`src/rtl/sram_burst_master_pkg.sv`:
```
// Shared constants and types for the SRAM burst master.
//   DATA_W / ADDR_W / DEPTH / LEN_W : default SRAM geometry and burst length width
//   state_t    : burst FSM states
//   sram_cmd_t : one burst command (direction, base word address, word count)
package sram_pkg;

    localparam int unsigned DATA_W = 24;
    localparam int unsigned ADDR_W = 24;
    localparam int unsigned DEPTH  = 128;
    localparam int unsigned LEN_W  = 8;

    typedef enum logic [1:0] {
        IDLE  = 2'd0,
        WRITE = 2'd1,
        READ  = 2'd2
    } state_t;

    typedef struct packed {
        logic              write;
        logic [ADDR_W-1:0] addr;
        logic [LEN_W-1:0]  len;
    } sram_cmd_t;

endpackage

```
`src/rtl/sram_burst_master_if.sv`:
```
// Bus bundle for sram_burst_master.
//   cmd_*   : burst command handshake (valid/ready, write, addr, len)
//   wr_*    : write-data stream into the master
//   rd_*    : read-data stream out of the master
//   sram_*  : SRAM port (addr, wdata, we, re, rdata)
//   busy    : burst in progress; done : one-cycle completion pulse
// modport master : the burst master's view; modport slave : the environment's view.
interface sram_burst_master_if #(
    parameter int unsigned DATA_W = sram_pkg::DATA_W,
    parameter int unsigned ADDR_W = sram_pkg::ADDR_W,
    parameter int unsigned LEN_W  = sram_pkg::LEN_W
) ();

    logic              cmd_valid;
    logic              cmd_ready;
    logic              cmd_write;
    logic [ADDR_W-1:0] cmd_addr;
    logic [LEN_W-1:0]  cmd_len;

    logic              wr_valid;
    logic              wr_ready;
    logic [DATA_W-1:0] wr_data;

    logic              rd_valid;
    logic              rd_ready;
    logic [DATA_W-1:0] rd_data;

    logic [ADDR_W-1:0] sram_addr;
    logic [DATA_W-1:0] sram_wdata;
    logic              sram_we;
    logic              sram_re;
    logic [DATA_W-1:0] sram_rdata;

    logic              busy;
    logic              done;

    modport master (
        input  cmd_valid, cmd_write, cmd_addr, cmd_len,
        output cmd_ready,
        input  wr_valid, wr_data,
        output wr_ready,
        output rd_valid, rd_data,
        input  rd_ready,
        output sram_addr, sram_wdata, sram_we, sram_re,
        input  sram_rdata,
        output busy, done
    );

    modport slave (
        output cmd_valid, cmd_write, cmd_addr, cmd_len,
        input  cmd_ready,
        output wr_valid, wr_data,
        input  wr_ready,
        input  rd_valid, rd_data,
        output rd_ready,
        input  sram_addr, sram_wdata, sram_we, sram_re,
        output sram_rdata,
        input  busy, done
    );

endinterface

```
`src/rtl/sram_burst_master_rd_skid_fifo.sv`:
```
// rd_skid_fifo: 2-entry FIFO buffering SRAM read data toward the read stream.
//   clk, rst  : clock, synchronous active-high reset (empties the FIFO)
//   push      : write push_data (ignored when full and not popping)
//   pop       : consume head (ignored when empty)
//   count     : occupancy 0..2
//   head      : oldest entry; stable until popped
module rd_skid_fifo #(
    parameter int unsigned DATA_W = 24
) (
    input  logic              clk,
    input  logic              rst,
    input  logic              push,
    input  logic [DATA_W-1:0] push_data,
    input  logic              pop,
    output logic [1:0]        count,
    output logic [DATA_W-1:0] head
);

    logic [DATA_W-1:0] mem_q [2];
    logic [DATA_W-1:0] mem_d [2];
    logic              wptr_q, wptr_d;
    logic              rptr_q, rptr_d;
    logic [1:0]        count_q, count_d;
    logic              do_push, do_pop;

    always_comb begin
        do_pop  = pop && (count_q != 2'd0);
        do_push = push && ((count_q != 2'd2) || do_pop);
        mem_d   = mem_q;
        wptr_d  = wptr_q;
        rptr_d  = rptr_q;
        count_d = count_q;
        if (do_push) begin
            mem_d[wptr_q] = push_data;
            wptr_d        = ~wptr_q;
        end
        if (do_pop) begin
            rptr_d = ~rptr_q;
        end
        case ({do_push, do_pop})
            2'b10:   count_d = count_q + 2'd1;
            2'b01:   count_d = count_q - 2'd1;
            default: count_d = count_q;
        endcase
    end

    always_ff @(posedge clk) begin
        if (rst) begin
            wptr_q  <= 1'b0;
            rptr_q  <= 1'b0;
            count_q <= '0;
        end else begin
            wptr_q  <= wptr_d;
            rptr_q  <= rptr_d;
            count_q <= count_d;
        end
    end

    // Storage needs no reset; occupancy alone decides what is valid.
    always_ff @(posedge clk) begin
        mem_q <= mem_d;
    end

    assign count = count_q;
    assign head  = mem_q[rptr_q];

endmodule

```
`src/rtl/sram_burst_master.sv`:
```
// sram_burst_master: turns (op, base, len) burst commands into per-word SRAM
// write/read cycles.
//   clk, rst : clock; synchronous active-high reset
//   bus      : sram_burst_master_if.master
//     cmd_*  : command handshake; cmd_len = 0 is a no-op that still pulses done
//     wr_*   : write words, passed combinationally to sram_wdata on handshake
//     rd_*   : read words from a 2-entry buffer, back-pressured by rd_ready
//     sram_* : SRAM port, read data returns one clock after sram_re
//     busy   : FSM not idle; done : one-cycle pulse after a burst completes
module sram_burst_master #(
    parameter int unsigned DATA_W = sram_pkg::DATA_W,
    parameter int unsigned ADDR_W = sram_pkg::ADDR_W,
    parameter int unsigned DEPTH  = sram_pkg::DEPTH,
    parameter int unsigned LEN_W  = sram_pkg::LEN_W
) (
    input  logic                clk,
    input  logic                rst,
    sram_burst_master_if.master bus
);

    import sram_pkg::*;

    localparam int unsigned CUR_W = $clog2(DEPTH);

    state_t            state_q, state_d;
    logic [CUR_W-1:0]  cur_q, cur_d;
    logic [LEN_W-1:0]  rem_q, rem_d;
    logic              inflight_q, inflight_d;
    logic              done_q, done_d;

    sram_cmd_t         cmd;
    logic              cmd_ready, cmd_fire;
    logic              wr_ready, wr_fire;
    logic              rd_issue;
    logic [CUR_W-1:0]  cur_next;

    logic [1:0]        fifo_count;
    logic [DATA_W-1:0] fifo_head;
    logic              rd_valid, rd_pop;
    logic [1:0]        occupancy;

    assign cmd = '{write: bus.cmd_write, addr: bus.cmd_addr, len: bus.cmd_len};

    rd_skid_fifo #(
        .DATA_W (DATA_W)
    ) u_rd_fifo (
        .clk       (clk),
        .rst       (rst),
        .push      (inflight_q),
        .push_data (bus.sram_rdata),
        .pop       (rd_pop),
        .count     (fifo_count),
        .head      (fifo_head)
    );

    always_comb begin
        cur_next  = (cur_q == CUR_W'(DEPTH - 1)) ? '0 : cur_q + CUR_W'(1);

        cmd_ready = !rst && (state_q == IDLE);
        cmd_fire  = cmd_ready && bus.cmd_valid;

        wr_ready  = !rst && (state_q == WRITE) && (rem_q != '0);
        wr_fire   = wr_ready && bus.wr_valid;

        rd_valid  = (fifo_count != 2'd0);
        rd_pop    = rd_valid && bus.rd_ready;

        // Words buffered plus the one returning from the SRAM must never
        // exceed the two FIFO slots; a pop this cycle frees one slot in time.
        occupancy = fifo_count + {1'b0, inflight_q};
        rd_issue  = !rst && (state_q == READ) && (rem_q != '0) &&
                    ((occupancy < 2'd2) || ((occupancy == 2'd2) && rd_pop));
    end

    always_comb begin
        state_d    = state_q;
        cur_d      = cur_q;
        rem_d      = rem_q;
        inflight_d = rd_issue;
        done_d     = 1'b0;

        case (state_q)
            IDLE: begin
                if (cmd_fire) begin
                    cur_d = CUR_W'(cmd.addr % ADDR_W'(DEPTH));
                    rem_d = cmd.len;
                    if (cmd.len == '0) begin
                        done_d = 1'b1;
                    end else begin
                        state_d = cmd.write ? WRITE : READ;
                    end
                end
            end
            WRITE: begin
                if (wr_fire) begin
                    cur_d = cur_next;
                    rem_d = rem_q - LEN_W'(1);
                    if (rem_q == LEN_W'(1)) begin
                        state_d = IDLE;
                        done_d  = 1'b1;
                    end
                end
            end
            READ: begin
                if (rd_issue) begin
                    cur_d = cur_next;
                    rem_d = rem_q - LEN_W'(1);
                end
                // Nothing left to issue or return: finish as the last word leaves.
                if ((rem_q == '0) && !inflight_q && (fifo_count == 2'd1) && rd_pop) begin
                    state_d = IDLE;
                    done_d  = 1'b1;
                end
            end
            default: begin
                state_d = IDLE;
            end
        endcase
    end

    always_ff @(posedge clk) begin
        if (rst) begin
            state_q    <= IDLE;
            cur_q      <= '0;
            rem_q      <= '0;
            inflight_q <= 1'b0;
            done_q     <= 1'b0;
        end else begin
            state_q    <= state_d;
            cur_q      <= cur_d;
            rem_q      <= rem_d;
            inflight_q <= inflight_d;
            done_q     <= done_d;
        end
    end

    assign bus.cmd_ready  = cmd_ready;
    assign bus.wr_ready   = wr_ready;
    assign bus.sram_we    = wr_fire;
    assign bus.sram_re    = rd_issue;
    assign bus.sram_addr  = ADDR_W'(cur_q);
    assign bus.sram_wdata = bus.wr_data;
    assign bus.rd_valid   = rd_valid;
    assign bus.rd_data    = fifo_head;
    assign bus.busy       = (state_q != IDLE);
    assign bus.done       = done_q;

endmodule

```
`src/flat_wrapper.sv`:
```
// flat-port wrapper written by rule: the top's interface ports become plain ports
module sram_burst_master_flat import sram_pkg::*;
#(
    parameter int unsigned DATA_W = sram_pkg::DATA_W,
    parameter int unsigned ADDR_W = sram_pkg::ADDR_W,
    parameter int unsigned DEPTH  = sram_pkg::DEPTH,
    parameter int unsigned LEN_W  = sram_pkg::LEN_W
)
  (clk, rst, bus_cmd_valid, bus_cmd_write, bus_cmd_addr, bus_cmd_len, bus_cmd_ready, bus_wr_valid, bus_wr_data, bus_wr_ready, bus_rd_valid, bus_rd_data, bus_rd_ready, bus_sram_addr, bus_sram_wdata, bus_sram_we, bus_sram_re, bus_sram_rdata, bus_busy, bus_done);
  sram_burst_master_if #(.DATA_W(DATA_W), .ADDR_W(ADDR_W), .LEN_W(LEN_W)) bus_i ();
  input  logic clk;
  input  logic rst;
  input wire logic [$bits(bus_i.cmd_valid)-1:0] bus_cmd_valid;
  input wire logic [$bits(bus_i.cmd_write)-1:0] bus_cmd_write;
  input wire logic [$bits(bus_i.cmd_addr)-1:0] bus_cmd_addr;
  input wire logic [$bits(bus_i.cmd_len)-1:0] bus_cmd_len;
  output wire logic [$bits(bus_i.cmd_ready)-1:0] bus_cmd_ready;
  input wire logic [$bits(bus_i.wr_valid)-1:0] bus_wr_valid;
  input wire logic [$bits(bus_i.wr_data)-1:0] bus_wr_data;
  output wire logic [$bits(bus_i.wr_ready)-1:0] bus_wr_ready;
  output wire logic [$bits(bus_i.rd_valid)-1:0] bus_rd_valid;
  output wire logic [$bits(bus_i.rd_data)-1:0] bus_rd_data;
  input wire logic [$bits(bus_i.rd_ready)-1:0] bus_rd_ready;
  output wire logic [$bits(bus_i.sram_addr)-1:0] bus_sram_addr;
  output wire logic [$bits(bus_i.sram_wdata)-1:0] bus_sram_wdata;
  output wire logic [$bits(bus_i.sram_we)-1:0] bus_sram_we;
  output wire logic [$bits(bus_i.sram_re)-1:0] bus_sram_re;
  input wire logic [$bits(bus_i.sram_rdata)-1:0] bus_sram_rdata;
  output wire logic [$bits(bus_i.busy)-1:0] bus_busy;
  output wire logic [$bits(bus_i.done)-1:0] bus_done;
  assign bus_i.cmd_valid = bus_cmd_valid;
  assign bus_i.cmd_write = bus_cmd_write;
  assign bus_i.cmd_addr = bus_cmd_addr;
  assign bus_i.cmd_len = bus_cmd_len;
  assign bus_cmd_ready = bus_i.cmd_ready;
  assign bus_i.wr_valid = bus_wr_valid;
  assign bus_i.wr_data = bus_wr_data;
  assign bus_wr_ready = bus_i.wr_ready;
  assign bus_rd_valid = bus_i.rd_valid;
  assign bus_rd_data = bus_i.rd_data;
  assign bus_i.rd_ready = bus_rd_ready;
  assign bus_sram_addr = bus_i.sram_addr;
  assign bus_sram_wdata = bus_i.sram_wdata;
  assign bus_sram_we = bus_i.sram_we;
  assign bus_sram_re = bus_i.sram_re;
  assign bus_i.sram_rdata = bus_sram_rdata;
  assign bus_busy = bus_i.busy;
  assign bus_done = bus_i.done;
  sram_burst_master #(.DATA_W(DATA_W), .ADDR_W(ADDR_W), .DEPTH(DEPTH), .LEN_W(LEN_W)) u_core (.clk(clk), .rst(rst), .bus(bus_i));
endmodule
```
`config.mk`:
```
export PLATFORM = sky130hd
export DESIGN_NAME = sram_burst_master_flat
export DESIGN_NICKNAME = d
export VERILOG_FILES = /design/src/rtl/sram_burst_master_pkg.sv /design/src/rtl/sram_burst_master_if.sv /design/src/rtl/sram_burst_master_rd_skid_fifo.sv /design/src/rtl/sram_burst_master.sv /design/src/flat_wrapper.sv
export SDC_FILE = /design/constraint.sdc
export NUM_CORES = 1
export LEC_CHECK = 0
export CAP_MARGIN = 10
export CORE_ASPECT_RATIO = 0.75
export CORE_MARGIN = 10
export CORE_UTILIZATION = 45
export DETAILED_ROUTE_END_ITERATION = 6
export PLACE_DENSITY = 0.85
export SYNTH_ARGS = -nofsm -noshare
export SYNTH_HDL_FRONTEND = slang
export SYNTH_SLANG_ARGS = --single-unit
export TNS_END_PERCENT = 30
```
`constraint.sdc`:
```
create_clock -name clk -period 4.4 [get_ports clk]
set_input_delay 1.32 -clock clk [delete_from_list [all_inputs] [get_ports clk]]
set_output_delay 1.32 -clock clk [all_outputs]
set_load 0.05 [all_outputs]
```
==> impl_results.md, run 1 <==
- FF/Latch Area: 1900 um2
- Antenna viol nets, final: 0
- Worst path cell trace: clkdlybuf4s50_1, nand2b_1, o21ai_1, nand2_1, nor3_1, buf_4, buf_12
- Setup_tns: 0 ps
- Die span in x: 125 um
- Synth Instances: 322
- Non-filler instance count after layout: 493
- WP data required: 3080 ps
- Final Total Pwr: 2.88 mW
- # resized after CTS: 0
- Synth area leaders: edfxtp_1 (39%), dfxtp_1 (12%), buf_4 (8.5%)
- Num CTS Buffers: 9
- Setup crit start kind: input port
- Leading post-synthesis cells by instance count: edfxtp_1 (48), buf_4 (42), mux2_2 (24), dfxtp_1 (23), nor2_1 (22)
- Via-to-Cell Ratio: 5.26
- CTS tree: built
- I/O pin total: 165
- Placed Cells: 477
- Clock sinks: 71
- Worst skew pair latency: 340 ps
- Hold Fails Final Rpt: 0
- Via count: 2592
- Crit-path max FO: 4
- Largest net degree at the start of global routing: 25
- Layout cell share with drive strength beyond 1: 16.5%
- Most common cell in the netlist: edfxtp_1
- Worst-Margin Slew: 762 ps
- CP peak stage delay: 480 ps
- Design Area, Final: 4640 um2
- Lkg Pwr: 1.65 nW
- Root buffer selected by CTS: clkbuf_8
- DRC Markers: 0
- Initial Util: 46.6%
- Initial antenna violation count: 0
- Top FF cell, synth: edfxtp_1
- Fmax: 0.248 GHz
- Maxcap violations: 0
- Post-synth EDFFs: 48
- Status: completed
- Top cell type's share of synthesized area: 38.9%
- Slowest-stage cell, CP: clkdlybuf4s50_1
- CP Capture Type: output port
- GRT Residual Overflow: 0
- Asr flop ratio synth: 0%
- I/O Buffers: 82
- Register area share after synthesis: 51.3%
- Tmin final: 4030 ps
- Peak supply drop: 273 uV
- Critical path class: in2out
- Post-synthesis register bit count: 71
- Mapped Area: 3710 um2
- DIE HEIGHT: 98.6 um
- RSZ-0062 raised after global routing: false
- First-pass GRT wire length: 13500 um
- Antenna diodes: 0
- Max Slew Vio Count: 0
- Post-synthesis cell type count: 56
- H-tree Lvls: 3
- Min-Delay Path Depth: 2
- Post-Route WL: 8660 um
- Area Overhead vs Synth: 25.2%
- Syn. warnings: 0
- Rows: 28
- Vias in the first global route: 2703
- Overall routing resource usage: 13.4%
- Fill cells: 638
- Final GP Congestion: 0.873
- Nets: 481
- Die ar.: 12300 um2
- Placed Area: 4440 um2
- # setup viols final: 0
- Post-cts hold buffer count: 0
- Syn_area_per_cell: 11.5 um2
- Drt initial violations: 166
- PwrDens: 621 nW/um2
- Multi-input logic area: 1450 um2
- Clock slew at reported path FFs: 80 ps
- CTS Buffer Depth: 2
- Tcrit/Tclk final: 91.5%
- Worst Path Arrival: 2710 ps
- Drt wl/cell: 17.6 um
- Worst slew margin: 49.2%
- DRT Pass-1 Iters: 4
- Worst reg2reg path depth: 7
- Min-Delay Path Class: reg2reg
- Setup repair bufs after CTS: 0
- Detail Placement HPWL: 6480 um
- Setup Skew: 5.55 ps
- Post-synth top area cell: edfxtp_1
- Floorplan core area: 7950 um2
cell type report:
| cell class | count | share of cell area, % |
|---|---|---|
| sequential | 71 | 41.0 |
| multi-input combinational | 199 | 31.3 |
| timing repair buffer | 88 | 19.5 |
| tap | 105 | 2.83 |
| clock buffer | 10 | 2.75 |
| clock inverter | 6 | 1.48 |
| inverter | 14 | 1.13 |
per-stage QoR:
stage / utilization (%) / hold WS (ps) / setup slack [ps]
after floorplan: - / 463 / 303
after global placement: 55.9 / 481 / 392
after detailed placement: 55.9 / 496 / 397
after CTS: 58.3 / 508 / 387
after global routing: 58.3 / 524 / 202
final: 58.3 / 506 / 374
critical path: cells and delay by family:
kind / cells / cell delay, ps
compound gates: 1 / 260
buf+inv: 3 / 770
simple gates: 3 / 360
state kept, by name (all words and copies together) (netlist names):
register and cells:
u_core.u_rd_fifo.rptr_q 1, u_core.cur_q 7, u_core.inflight_q 1, u_core.state_q 2
u_core.bus.done 1, u_core.u_rd_fifo.mem_q 48, u_core.rem_q 8, u_core.u_rd_fifo.count 2
u_core.u_rd_fifo.wptr_q 1
cells by family after synthesis:
family | synth area share (%)
compound gates | 13.6
flops | 51.3
fa+ha+maj | 4.05
mux | 8.10
xor+xnor | 1.18
simple gates | 10.3
other cells | 0.101
buf+inv | 11.4
power breakdown:
group	total [mW]	switching [mW]	internal, mW
combinational	1.46	0.932	0.530
sequential	0.905	0.0945	0.811
clock	0.512	0.247	0.265
cell usage in the layout, fill, tap and decap left out, drive strengths merged, types with 2 or more instances in the layout:
cell type / synthesis / routed
nor2: 23 / 23
nor3: 7 / 7
a21o: 2 / 2
xor2: 3 / 3
o32ai: 2 / 2
clkinv: 0 / 3
o311ai: 4 / 4
nand2: 20 / 20
a211oi: 6 / 6
edfxtp: 48 / 48
o211ai: 4 / 4
a32o: 3 / 3
and3: 3 / 3
a31oi: 2 / 2
o21ai: 6 / 6
clkbuf: 6 / 10
o2111ai: 2 / 2
nor2b: 4 / 4
a22oi: 3 / 3
ha: 12 / 12
mux2i: 3 / 3
xnor2: 2 / 2
inv: 14 / 15
nor4: 4 / 4
dfxtp: 23 / 23
nand3: 6 / 6
nor3b: 2 / 2
conb: 1 / 17
nand2b: 3 / 3
mux2: 24 / 24
buf: 48 / 10
clkdlybuf4s50: 0 / 78
o31ai: 4 / 4
a21oi: 16 / 16
a311oi: 2 / 2
layer usage:
layer | wire [um] | global-route usage (%)
met1 | 3380 | 14.3
met2 | 4620 | 23.6
met3 | 458 | 3.85
met4 | 197 | 7.06
met5 | 0 | 0
path summary, 6_finish.rpt:
| path | startpoint | endpoint | slack (ps) |
|---|---|---|---|
| max | bus_rd_ready | bus_sram_re | 370 |
| min | u_core.state_q[1]$_SDFFE_PP0P_ | u_core.state_q[1]$_SDFFE_PP0P_ | 510 |
| max reg2reg | u_core.state_q[0]$_SDFFE_PP0P_ | u_core.cur_q[3]$_SDFFE_PP0P_ | 2020 |
| min reg2reg | u_core.state_q[1]$_SDFFE_PP0P_ | u_core.state_q[1]$_SDFFE_PP0P_ | 510 |
No activity file was read; power rests on OpenSTA's default activity.
==> inputs of run 2 (changes only) <==
Settings changed: PLACE_DENSITY 0.85 to 0.95.
==> run 2 against run 1 <==
Cell area up 0.19%. Utilization grew 0.11 points. First-iteration DRC count increased by 69%. Global-route usage is 0.51 points higher. Routed wire length grew 1.7%. Maximum frequency decreased by 2.3%. Sequential cell count is the same. Sequential power is 0.4% lower. Clock skew up 5.9 ps. Critical path depth is 1 lower. Register-to-register slack about the same. Count of clock-buffer cells in the layout unchanged. Largest power group unchanged.
==> impl_results.md, run 2 (synthesis results as in run 1) <==
- Status: completed
- Most common cell after layout, fill and taps aside: clkdlybuf4s50_1
- Placed Area: 4430 um2 (-0.17%)
- Slowest-stage cell, CP: clkdlybuf4s50_1
- Area Overhead vs Synth: 25.4%
- RSZ-0062 raised after global routing: false
- # resized after CTS: 0 (unchanged)
- DIE HEIGHT: 98.6 um (unchanged)
- Nets: 480 (-0.21%)
- Post-Route WL: 8800 um (+1.7%)
- I/O pin total: 165 (unchanged)
- Setup_tns: 0 ps (unchanged)
- Worst-Margin Slew: 766 ps (+4.71 ps)
- Fill cells: 670 (+5.0%)
- Antenna diodes: 0 (unchanged)
- CP delay by family, top: buffers and inverters
- Tcrit/Tclk final: 93.7% (+2.2 points)
- CTS Buffer Depth: 2 (unchanged)
- Buffers and inverters on the worst path: 2 (-1)
- H-tree Lvls: 3 (unchanged)
- Lkg Pwr: 1.66 nW (+0.11%)
- Setup Skew: 11.4 ps (+5.89 ps)
- Commonest cells after routing, fill and taps aside: clkdlybuf4s50_1 (78), edfxtp_1 (48), mux2_2 (24)
- Antenna viol nets, final: 0 (unchanged)
- CP Capture Type: output port
- GRT Residual Overflow: 0 (unchanged)
- Post-cts hold buffer count: 0 (unchanged)
- Via count: 2634 (+1.6%)
- Final GP Congestion: 0.855 (-2.1%)
- DRC Markers: 0 (unchanged)
- # setup viols final: 0 (unchanged)
- Biggest regs: u_core.u_rd_fifo.mem_q: 48 flops, u_core.rem_q: 8 flops, u_core.cur_q: 7 flops
- Design Area, Final: 4650 um2 (+0.19%)
- Initial Util: 46.6% (unchanged)
- Floorplan core area: 7950 um2 (unchanged)
- Vias in the first global route: 2680 (-0.85%)
- First-pass GRT wire length: 14000 um (+4.2%)
- Worst path cell trace: clkdlybuf4s50_1, nand2b_1, o21ai_1, nand2_1, nor3_1, buf_12
- PwrDens: 631 nW/um2 (+1.6%)
- Largest net degree at the start of global routing: 25 (unchanged)
- Worst slew margin: 48.9% (-0.31 points)
- Peak supply drop: 245 uV (-10%)
- Largest register FFs: 48 (unchanged)
- Die span in x: 125 um (unchanged)
- Initial antenna violation count: 0 (unchanged)
- Die ar.: 12300 um2 (unchanged)
- Setup repair bufs after CTS: 0 (unchanged)
- Worst Path Arrival: 2800 ps (+90 ps)
- Clock sinks: 71 (unchanged)
- WP data required: 3080 ps (about the same)
- Detail Placement HPWL: 6640 um (+2.4%)
- Fmax: 0.243 GHz (-2.3%)
- Overall routing resource usage: 13.9% (+0.51 points)
- Num CTS Buffers: 9 (unchanged)
- Maxcap violations: 0 (unchanged)
- Setup crit start kind: input port
- Max Slew Vio Count: 0 (unchanged)
- Largest reg by FF count: u_core.u_rd_fifo.mem_q
- Min-Delay Path Class: reg2reg
- CTS tree: built
- Rows: 28 (unchanged)
- CP peak stage delay: 480 ps (about the same)
- Hold Fails Final Rpt: 0 (unchanged)
- Tmin final: 4120 ps (+95.3 ps)
- Drt wl/cell: 17.9 um (+1.9%)
- DRT Pass-1 Iters: 4 (unchanged)
- I/O Buffers: 82 (unchanged)
- Worst skew pair latency: 320 ps (-20 ps)
- Via-to-Cell Ratio: 5.35 (+1.8%)
- Clock slew at reported path FFs: 70 ps (about the same)
- Layout cell share with drive strength beyond 1: 16.0% (-0.47 points)
- Critical path class: in2out
- Drt initial violations: 281 (+69%)
- Crit-path max FO: 4 (unchanged)
- Root buffer selected by CTS: clkbuf_8
==> run 2: layer usage <==
layer	wire length, um	up-vias	part of all wire (%)	track usage (%)
met5	0	-	0	0
met4	161	0	1.8	5.27
met3	519	20	5.9	4.07
met2	4690	102	53	24.9
met1	3430	1270	39	15.2
li1	-	1242	-	-
==> run 2: final cells by class <==
class	count	area (um2)	share of cell area (%)
sequential	71	1900	40.9
inverter	14	52.6	1.13
tap	105	131	2.83
multi-input combinational	199	1450	31.2
clock buffer	10	128	2.75
clock inverter	6	85.1	1.83
timing repair buffer	87	898	19.3
==> run 2: per-stage QoR <==
step	hold WS, ps	power (mW)	setup slack (ps)	utilization (%)	std cells
floorplan	463	2.04	303	-	338
global route	559	3.09	169	58.4	492
CTS	520	2.94	323	58.4	492
detailed placement	496	2.38	327	55.8	476
global placement	481	2.33	345	55.8	476
finish	518	2.93	279	58.4	492
==> run 2: final timing paths <==
kind                                                      to  cells after the start                           start  slack (ps)
worst max-delay path                             bus_sram_re                      6                    bus_rd_ready         280
worst min-delay path            u_core.rem_q[1]$_SDFFE_PP0P_                      2    u_core.rem_q[1]$_SDFFE_PP0P_         520
worst max register to register  u_core.cur_q[3]$_SDFFE_PP0P_                      7  u_core.state_q[0]$_SDFFE_PP0P_        2010
worst min register to register  u_core.rem_q[1]$_SDFFE_PP0P_                      2    u_core.rem_q[1]$_SDFFE_PP0P_         520
==> run 2: power by group <==
part	internal (mW)	switching (mW)	total, mW
registers	0.811	0.0897	0.901
clock network	0.318	0.234	0.552
logic	0.536	0.943	1.48
==> run 2: tightest hold or removal path, stage by stage, from the launching register on <==
cell	delay, ps
dfxtp_1	320
o21ai_0	80
a21oi_1	70
==> patch 1: new RTL, settings of run 2 <==
Encoding of `state_t`: now one-hot (3 bits for 3 states).
--- a/src/rtl/sram_burst_master_pkg.sv
+++ b/src/rtl/sram_burst_master_pkg.sv
@@ -11,6 +11,6 @@
 
-    typedef enum logic [1:0] {
-        IDLE  = 2'd0,
-        WRITE = 2'd1,
-        READ  = 2'd2
+    typedef enum logic [2:0] {
+        IDLE  = 3'b001,
+        WRITE = 3'b010,
+        READ  = 3'b100
     } state_t;
Function: no difference found for any inputs over 4 cycles, from zero or initial values and one cycle with rst high; so few cycles prove little.
==> patch 1 against run 2 <==
Total power hardly changed. Count of clock-buffer cells in the layout stayed put. Synthesized area is 0.37% higher. Sequential cell count is 1 higher. Worst setup slack better by 0.15 ns. Wire length is 2.0% higher. Final area is 0.54% higher.
==> patch 1: results (changes against run 2) <==
[cells_and_area]
reg_top3 = u_core.u_rd_fifo.mem_q: 48 flops, u_core.rem_q: 8 flops, u_core.cur_q: 7 flops
drive_above_1_share_pct = 16.23  ; +0.21 points
final_nets = 471  ; -1.9%
nFillCells = 601  ; -10%

[yosys]
yosysSeqAreaShare_pct = 51.66  ; +0.35 points
synth_common_cells = edfxtp_1 (48), buf_4 (43), dfxtp_1 (24), mux2_2 (24), nor2_1 (20)
yosys-top-cells-area = edfxtp_1 (39%), dfxtp_1 (13%), buf_4 (8.7%)
synth_cell_type_count = 56  ; unchanged
synthFlopType = edfxtp_1

[power_and_ir_drop]
leakage_nw = 1.652  ; -0.25%
irDropWorstVdd_v = 0.0002427  ; -0.86%
switching_share_pct = 42.11  ; -1.1 points

[detailed_routing]
routedWlPerCell_um = 18.43  ; +3.0%
dr.pass1.iters = 7  ; +3
vias = 2627  ; -0.27%
drt_iter0_drc = 206  ; -27%

[worst_setup_path]
arrival_ns = 2.65  ; -0.15 ns
crit_path_max_fanout = 6  ; +2
crit_start = rst
r2r_start = u_core.u_rd_fifo.count[1]$_SDFFE_PP0P_

[global_route]
grt_pass1_wl_um = 14260  ; +1.5%
grt_max_degree = 25  ; unchanged
grt_usage_pct = 13.92  ; +0.045 points
grt_pass1_vias = 2760  ; +3.0%

[sta]
slew_headroom_pct = 56.70  ; +7.8 points
fin_skew_ns = 0.007968  ; -0.003468 ns

[clocking]
cts.repair.resized = 0  ; unchanged
cts_inserted_buffers = 9  ; unchanged
clock_latency_ns = 0.34  ; +0.02 ns

[placement]
hpwl_um = 6793  ; +2.3%
place_congestion = 0.8757  ; +2.5%

[run_status]
outcome = completed

[hold_path]
min_from = u_core.u_rd_fifo.rptr_q$_SDFFE_PP0P_

==> patch 1: per-stage QoR <==
stage	cell area (um2)	hold slack (ns)	instances	setup WS, ns	utilization [%]
3_3_place_gp	4429	0.5041	471	0.4454	55.70
4_1_cts	4672	0.5276	487	0.4157	58.75
3_5_place_dp	4429	0.5097	471	0.4243	55.70
5_1_grt	4672	0.6069	487	0.3409	58.75
6_report	4672	0.5207	487	0.4263	58.75
2_1_floorplan	3780	0.4932	332	0.6744	-
==> patch 1: kinds of logic (layout without fill, tap and decap cells) <==
group / Yosys count / count (layout) / share of synthesized area [%]
other: 1 / 17 / 0.1008
muxes: 28 / 28 / 8.342
and+or+nand+nor: 68 / 68 / 10.33
xor gates and xnor gates: 14 / 14 / 3.296
AOI/OAI and AO/OA: 64 / 64 / 12.58
buffers and inverters: 61 / 111 / 11.00
adders and majority gates: 8 / 8 / 2.691
DFF: 72 / 72 / 51.66
==> patch 1: final timing paths <==
check	end	slack, ns	depth (start not counted)
hold / removal	u_core.u_rd_fifo.rptr_q$_SDFFE_PP0P_	0.52	2
setup reg to reg	u_core.rem_q[4]$_SDFFE_PP0P_	2.25	7
setup / recovery	bus_sram_re	0.43	4
hold reg to reg	u_core.u_rd_fifo.rptr_q$_SDFFE_PP0P_	0.52	2
==> patch 1: power groups by stage <==
stage	clock network, mW	registers, mW	logic (mW)
3_5_place_dp	0	0.947	1.36
2_1_floorplan	0	1.01	0.980
6_report	0.626	0.936	1.37
5_1_grt	0.668	0.951	1.45
3_3_place_gp	0	0.935	1.31
4_1_cts	0.640	0.933	1.37
==> patch 1: area by class of cell <==
class	count	share of cell area, %
Clock inverter	6	2.464
Sequential cell	72	41.14
Inverter	9	0.7231
Clock buffer	10	2.732
Timing Repair Buffer	86	19.07
Multi-Input combinational cell	199	31.07
Tap cell	105	2.812
==> patch 1: worst max-delay path, stage by stage <==
cell	delay (ns)
clkdlybuf4s50_1	0.58
a31o_2	0.34
nor2_1	0.23
buf_12	0.17
==> patch 1: routing by layer <==
| layer | track usage (%) | up-vias | wire [um] |
|---|---|---|---|
| li1 | - | 1225 | - |
| met1 | 16.03 | 1266 | 3641 |
| met2 | 24.63 | 101 | 4755 |
| met3 | 2.837 | 35 | 378 |
| met4 | 6.007 | 0 | 199 |
| met5 | 0 | - | 0 |
==> patch 2: new RTL, settings of run 2 <==
Made on the original files. `DATA_W` is set to 24 in 2 places; all go to 36.
--- a/src/rtl/sram_burst_master_pkg.sv
+++ b/src/rtl/sram_burst_master_pkg.sv
@@ -6,3 +6,3 @@
 
-    localparam int unsigned DATA_W = 24;
+    localparam int unsigned DATA_W = 36;
     localparam int unsigned ADDR_W = 24;
--- a/src/rtl/sram_burst_master_rd_skid_fifo.sv
+++ b/src/rtl/sram_burst_master_rd_skid_fifo.sv
@@ -7,3 +7,3 @@
 module rd_skid_fifo #(
-    parameter int unsigned DATA_W = 24
+    parameter int unsigned DATA_W = 36
 ) (
Interface: changed (resized bus_rd_data, bus_sram_rdata, bus_sram_wdata and bus_wr_data); port bits go from 165 to 213. The function was not compared with the original's and may differ.
==> patch 2 against run 2 <==
Register-to-register slack lost 0.33 ns. Synthesized area grew 25%. Worst setup slack gained 0.19 ns. Final area grew 26%. Sequential cell count grew 24. Sequential power grew 38%. Total power grew 28%. Non-clock buffer count grew 23. Wire length grew 19%. Critical endpoint unchanged. Largest cell class unchanged. Largest power group unchanged.
==> patch 2: results (changes against run 2) <==
[cells_and_area]
final_nets = 558  ; +16%
reg_top3 = u_core.u_rd_fifo.mem_q: 72 flops, u_core.rem_q: 8 flops, u_core.cur_q: 7 flops
diodes = 0  ; unchanged
final_cells = 572  ; +16%
drive_above_1_share_pct = 17.50  ; +1.5 points

[worst_setup_path]
max_stage_delay_ns = 0.49
r2r_setup_slack_ns = 1.68  ; -0.33 ns
rr_endpoint = u_core.cur_q[2]$_SDFFE_PP0P_
crit_path_max_fanout = 4  ; unchanged
arrival_ns = 2.61  ; -0.19 ns
reg2regPathDepth = 8  ; +1
crit_start = bus_rd_ready
r2r_start = u_core.u_rd_fifo.count[0]$_SDFFE_PP0P_

[detailed_routing]
wirelength_um = 10450  ; +19%
drt_iter0_drc = 176  ; -37%
dr.pass1.iters = 5  ; +1
via_per_inst = 5.269  ; -1.6%

[global_route]
grt_usage_pct = 13.74  ; -0.13 points
grt_max_degree = 38  ; +52%
grt_pass1_vias = 3112  ; +16%
grt_pass1_wl_um = 16070  ; +14%

[yosys]
syn_area_per_cell_um2 = 12.69  ; +10%
synth_edf_count = 72  ; +50%
yosysSeqAreaShare_pct = 56.60  ; +5.3 points
synth_common_cells = edfxtp_1 (72), buf_4 (56), mux2_2 (36)
yosys-top-cells-area = edfxtp_1 (47%), dfxtp_1 (9.9%), buf_4 (9.1%)
synth_cell_type_count = 54  ; -3.6%

[placement]
place_congestion = 0.8790  ; +2.8%
hpwl_um = 7695  ; +16%
portBuffers = 106  ; +29%

[power_and_ir_drop]
irDropWorstVdd_v = 0.0002772  ; +13%
leakage_nw = 2.024  ; +22%
cellInternalPower_mw = 2.162  ; +30%

[run_status]
outcome = completed

[clocking]
cts.clk_slew.worst_paths_ns = 0.07  ; about the same
cts.repair.resized = 0  ; unchanged
cts_inserted_buffers = 9  ; unchanged
cts.root.buffer_cell = clkbuf_16

[sta]
worst_pin_slew_ns = 1.001  ; +0.2350 ns
holdWs_ns = 0.5360  ; +0.01849 ns
fin_skew_ns = 0.008000  ; -0.003437 ns

[hold_path]
hold_path_end = u_core.rem_q[2]$_SDFFE_PP0P_
min_from = u_core.rem_q[2]$_SDFFE_PP0P_

## patch 2: routing by layer
layer  vias to the layer above  wire [um]  share of wire, %  GRT usage (%)
li1                       1420          -                 -              -
met1                      1451       3948                38          15.04
met3                        22        687               6.6          3.778
met4                         0        215               2.1          5.556
met2                       121       5594                54          24.59
met5                         -          0                 0              0
## patch 2: stage by stage
stage	setup slack [ns]	instance area, um2	power (mW)	utilization, %
after floorplan	0.8458	4693	2.627	-
after global placement	0.5329	5543	2.966	56.26
after detailed placement	0.4625	5543	3.015	56.26
after CTS	0.4621	5841	3.785	59.28
after global routing	0.4140	5841	3.964	59.28
final	0.4717	5841	3.763	59.28
## patch 2: logic make-up (layout without fill, tap and decap cells)
kind of cell               count (synthesis)  after routing  synth area share (%)
AOI/OAI and AO/OA                         58             58                 9.749
xor gates and xnor gates                  10             10                 1.890
adders and majority gates                 13             13                 3.511
buffers and inverters                     83            142                 11.29
DFF                                       95             95                 56.60
muxes                                     37             37                 8.966
other                                      1             17               0.08094
and+or+nand+nor                           68             68                 7.912
## patch 2: critical path: cells and delay by family
family	cells	cell delay, ns
AO/OA/AOI/OAI	1	0.25
AND/OR/NAND/NOR	2	0.39
buffers and inverters	2	0.64
## patch 2: cell type report
type,instances,area (um2)
clock buffers,9,225.2
clock inverters,7,72.57
fillers,762,4011
inverters,16,60.06
multi-input cells,203,1563
flip-flops and latches,95,2624
well taps,132,165.2
repair buffers,110,1131
## patch 2: power groups by stage
| stage | sequential (mW) | clock, mW | combinational (mW) |
|---|---|---|---|
| floorplan | 1.30 | 0 | 1.33 |
| detailed placement | 1.26 | 0 | 1.76 |
| finish | 1.24 | 0.753 | 1.77 |
| CTS | 1.24 | 0.775 | 1.77 |
| global placement | 1.25 | 0 | 1.72 |
| global route | 1.26 | 0.810 | 1.89 |
